<file path="src/rtl/ring_rr_arbiter.sv">
// Round-robin arbiter for N requesters with a one-hot rotating priority pointer.
// Grants are registered and held until the owner releases or the hold limit forces release.
module ring_rr_arbiter #(
    parameter  int N        = 4,
    parameter  int MAX_HOLD = 16,
    localparam int IDW      = $clog2(N),
    localparam int HW       = $clog2(MAX_HOLD)
) (
    input  logic           clk,
    input  logic           rst,
    input  logic [N-1:0]   req,
    input  logic [N-1:0]   done,
    output logic [N-1:0]   gnt,
    output logic           gnt_valid,
    output logic [IDW-1:0] gnt_id,
    output logic [N-1:0]   ptr,
    output logic           timeout,
    output logic           fsm_state
);

    // Handshake: a requester owns the resource while its gnt bit is high; it gives it
    // back by pulsing its done bit or dropping its req bit, sampled on the rising edge.
    typedef enum logic {IDLE, GRANT} state_t;

    state_t          state, state_nx;
    logic [N-1:0]    gnt_nx, ptr_nx;
    logic            valid_nx, tmo_nx;
    logic [IDW-1:0]  id_nx;
    logic [HW-1:0]   hold, hold_nx;

    logic [IDW-1:0]  ptr_idx;
    logic [IDW-1:0]  cand;
    logic [IDW-1:0]  pick_id;
    logic            pick_found;
    logic            normal_rel;
    logic            limit_hit;

    assign fsm_state  = (state == GRANT);
    assign normal_rel = done[gnt_id] | ~req[gnt_id];
    assign limit_hit  = (hold == HW'(MAX_HOLD - 1));

    always_comb begin
        ptr_idx = '0;
        for (int i = 0; i < N; i++) begin
            if (ptr[i]) ptr_idx = IDW'(i);
        end
    end

    // Search starts at the pointer position and wraps from N-1 back to 0.
    always_comb begin
        pick_found = 1'b0;
        pick_id    = '0;
        cand       = '0;
        for (int i = 0; i < N; i++) begin
            cand = IDW'((int'(ptr_idx) + i) % N);
            if (!pick_found && req[cand]) begin
                pick_found = 1'b1;
                pick_id    = cand;
            end
        end
    end

    always_comb begin
        state_nx = state;
        gnt_nx   = gnt;
        valid_nx = gnt_valid;
        id_nx    = gnt_id;
        ptr_nx   = ptr;
        hold_nx  = hold;
        tmo_nx   = 1'b0;
        case (state)
            IDLE: begin
                if (pick_found) begin
                    gnt_nx   = {{(N-1){1'b0}}, 1'b1} << pick_id;
                    valid_nx = 1'b1;
                    id_nx    = pick_id;
                    hold_nx  = '0;
                    state_nx = GRANT;
                end
            end
            GRANT: begin
                hold_nx = hold + 1'b1;
                if (normal_rel || limit_hit) begin
                    gnt_nx   = '0;
                    valid_nx = 1'b0;
                    id_nx    = '0;
                    ptr_nx   = {gnt[N-2:0], gnt[N-1]};
                    hold_nx  = '0;
                    // A normal release on the limit cycle still counts as normal.
                    tmo_nx   = ~normal_rel;
                    state_nx = IDLE;
                end
            end
            default: state_nx = IDLE;
        endcase
    end

    always_ff @(posedge clk) begin
        if (rst) begin
            state     <= IDLE;
            gnt       <= '0;
            gnt_valid <= 1'b0;
            gnt_id    <= '0;
            ptr       <= {{(N-1){1'b0}}, 1'b1};
            hold      <= '0;
            timeout   <= 1'b0;
        end else begin
            state     <= state_nx;
            gnt       <= gnt_nx;
            gnt_valid <= valid_nx;
            gnt_id    <= id_nx;
            ptr       <= ptr_nx;
            hold      <= hold_nx;
            timeout   <= tmo_nx;
        end
    end

endmodule

</file>
<file path="config.mk">
export PLATFORM = sky130hd
export DESIGN_NAME = ring_rr_arbiter
export DESIGN_NICKNAME = d
export VERILOG_FILES = /design/src/rtl/ring_rr_arbiter.sv
export SDC_FILE = /design/constraint.sdc
export NUM_CORES = 1
export LEC_CHECK = 0
export CELL_PAD_IN_SITES_DETAIL_PLACEMENT = 1
export CELL_PAD_IN_SITES_GLOBAL_PLACEMENT = 2
export CORE_MARGIN = 3
export CORE_UTILIZATION = 37
export CTS_CLUSTER_DIAMETER = 80
export CTS_CLUSTER_SIZE = 24
export DETAILED_ROUTE_END_ITERATION = 6
export DONT_BUFFER_PORTS = 1
export GPL_TIMING_DRIVEN = 0
export PLACE_DENSITY_LB_ADDON = 0.1
export SETUP_SLACK_MARGIN = 0.2
export SLEW_MARGIN = 30
export SYNTH_ARGS = -nofsm -noshare
export SYNTH_HDL_FRONTEND = slang
export SYNTH_SLANG_ARGS = --single-unit
</file>
<file path="constraint.sdc">
create_clock -name clk -period 2.3 [get_ports clk]
set_input_delay 0.115 -clock clk [delete_from_list [all_inputs] [get_ports clk]]
set_output_delay 0.115 -clock clk [all_outputs]
set_load 0.02 [all_outputs]
</file>
==> results_dict.tcl <==
set metrics [dict create \
    port-buffer-count 0 \
    starting_density_of_the_core_pct 41.24 \
    power_per_cell_area_nw_per_um2 555.6 \
    status "completed" \
    netlist.area_leader.share_pct 31.59 \
    synth_ff_type "dfxtp_1" \
    largest_area_contributor_in_the_netlist "dfxtp_1" \
    hpwlAfterDp_um 2221 \
    synth_cell_type_count 47 \
    setup.reg_to_reg.worst_slack_ps 310 \
    hold_path_end "gnt_id[0]" \
    cellLeakagePower_nw 0.4742 \
    chipHeight_um 59.96 \
    worst_ir_drop_vdd_mv 0.4399 \
    post_synth.cell_area_avg_um2 9.130 \
    post_synthesis_sequential_area_ratio_pct 31.59 \
    final-hold-violation-count 0 \
    grt_antenna_before_repair 0 \
    grt_pass1_vias 983 \
    synthesized_cell_area_um2 1077 \
    grt_max_degree 12 \
    startpoint_type "register" \
    cts_root_buf "clkbuf_4" \
    num_io_pins 23 \
    area.growth.synth_to_final_pct 11.96 \
    worst_hold_path_type "primary input to register" \
    gpl.final_weighted_congestion 0.8346 \
    routed-via-count 932 \
    h_tree_level_count 1 \
    drv_cap 0 \
    synth_fp_nets 129 \
    worst_r2r_path_depth 6 \
    clock_insertion_delay_worst_skew_ps 300 \
    cts_buffer_count 3 \
    drt_iter0_drc 25 \
    drtPass1Iterations 4 \
    yosysWarnings 0 \
    gate_count_of_the_mapped_netlist 118 \
    path_max_fanout 7 \
    ys_top_cells_by_area "dfxtp_1 32%, mux2i_1 5.6%, nand2b_1 5.2%" \
    holdCritStartpoint "rst" \
    cts_tree "built" \
    setup_viol 0 \
    layout.nets 134 \
    placement_rows 18 \
    unrepaired_setup_endpoints_after_global_routing "no" \
    total_power_mw 0.6701 \
    period_share_pct 86.47 \
    antenna_cells_inserted 0 \
    post-route-min-period_ps 1989 \
    fp.dieArea_um2 3595 \
    worstPathArrival_ps 2240 \
    grt_usage_pct 17.98 \
    clock_skew_ps 10.29 \
    cp-end-kind "register" \
    slew_at_the_pin_closest_to_its_max_slew_limit_ps 551.4 \
    postSynthRegisterBits 17 \
    reg2reg_from "ptr[1]" \
    core_area_um2 2613 \
    timing_max_transition_violations_final 0 \
    maxSlewHeadroom_pct 63.19 \
    synth-edff-count 0 \
    routed_wire_length_per_instance_um 18.81 \
    cts.sink_count 17 \
    grt_first_pass_wirelength_um 4836 \
    wirelength_um 2859 \
    ctsHoldBuffers 0 \
    crit_type "register to register" \
    crit_required_ps 2550 \
    clkSlewWorstSetupHoldPaths_ps 110 \
    clock_path_buffers 2 \
    synth-async-reset-ratio_pct 0 \
    post_drt_antenna_nets 0 \
    fmaxAchievable_mhz 502.8 \
    timing.setup.tns_ps 0 \
    timing.rr.end "gnt[3]" \
    layout_common_cells "14 x dfxtp_1, 9 x nor2_1, 9 x nand2b_1, 8 x nand2_1, 6 x nor2b_1" \
    layout_commonest_cell "dfxtp_1" \
    drive_gt1_share_pct 23.77 \
    route.detailed.vias_per_inst 6.132 \
    drc 0 \
    congestion_overflow_gr 0 \
    floorplan.die.width_um 59.96 \
    timing.hold.worst_path_depth 2 \
]
[synth_stat cells, types with 2 or more instances]
| cell | count |
|---|---|
| a211oi_1 | 2 |
| a21o_1 | 2 |
| a21oi_1 | 3 |
| a221oi_1 | 2 |
| a22o_1 | 2 |
| a32o_2 | 2 |
| and3_1 | 2 |
| buf_2 | 2 |
| dfxtp_1 | 17 |
| inv_1 | 4 |
| mux2_4 | 2 |
| mux2i_1 | 6 |
| nand2_1 | 8 |
| nand2b_1 | 9 |
| nand3_1 | 4 |
| nor2_1 | 10 |
| nor2b_1 | 6 |
| nor3_1 | 2 |
| nor3b_1 | 2 |
| o211ai_1 | 3 |
| o21ai_0 | 2 |
[metal layers]
metal | track usage (%) | part of all wire [%] | up-vias
li1 | - | - | 452
met4 | 1.899 | 0.28 | 0
met1 | 23.33 | 47 | 458
met3 | 6.911 | 6.0 | 2
met2 | 29.17 | 47 | 20
met5 | 0 | 0 | -
[timing repair]
action | CTS | global route
pin swaps | 0 | 4
buffers inserted | 0 | 0
resized for setup | 4 | 10
endpoints found under the setup margin | 9 | 9
endpoints found under the hold margin | 0 | 0
[power by group]
| group | switching, mW | leakage [nW] | internal [mW] |
|---|---|---|---|
| logic | 0.0786 | 0.319 | 0.0709 |
| registers | 0.0416 | 0.141 | 0.311 |
| clock network | 0.102 | 0.0139 | 0.0663 |
| total | 0.222 | 0.474 | 0.448 |
[worst max-delay path: stages (launching register included)]
cell	delay (ps)
dfxtp_4	410
buf_8	140
mux2_4	320
o221a_4	250
a2111o_1	470
a21oi_4	200
a22o_1	150
[cell type report]
| class | instances | area, µm² |
|---|---|---|
| Fill cell | 298 | 1406 |
| Multi-Input combinational cell | 92 | 735.7 |
| Sequential cell | 17 | 349.1 |
| Buffer | 5 | 38.79 |
| Tap cell | 30 | 37.54 |
| Clock buffer | 3 | 22.52 |
| Inverter | 4 | 15.01 |
| Clock inverter | 1 | 7.507 |
[logic make-up after synthesis]
logic type | share of synthesized area (%)
simple gates | 23.69
compound gates | 28.69
flops | 31.59
buf+inv | 4.413
mux | 10.45
fa+ha+maj | 1.161
[sequential cells by signal, summed over array words and instances, names as in the netlist]
| name | flops |
|---|---|
| fsm_state | 1 |
| gnt_id | 2 |
| ptr | 4 |
| gnt | 4 |
| hold | 4 |
| timeout | 1 |
| gnt_valid | 1 |
[stage by stage]
stage,hold slack [ps],instance area [µm²],cells,worst slack [ps],util (%)
global route,8.577,1206,152,196.7,46.17
CTS,18.14,1156,152,244.9,44.25
global placement,352.0,1115,148,137.7,42.67
floorplan,345.1,1077,118,340.3,-
detailed placement,354.9,1115,148,131.0,42.67
finish,29.86,1206,152,311.2,46.17
[how the worst max path moves through the flow]
stage | from | end | cells after the start
6_report | ptr[1] | gnt[3] | 6
5_1_grt | ptr[3] | gnt[3] | 6
4_1_cts | ptr[2] | gnt[3] | 6
3_5_place_dp | ptr[3] | gnt[3] | 6
3_3_place_gp | ptr[3] | gnt[3] | 6
2_1_floorplan | ptr[1] | gnt[1] | 6
Power figures use the tool's default switching activity.
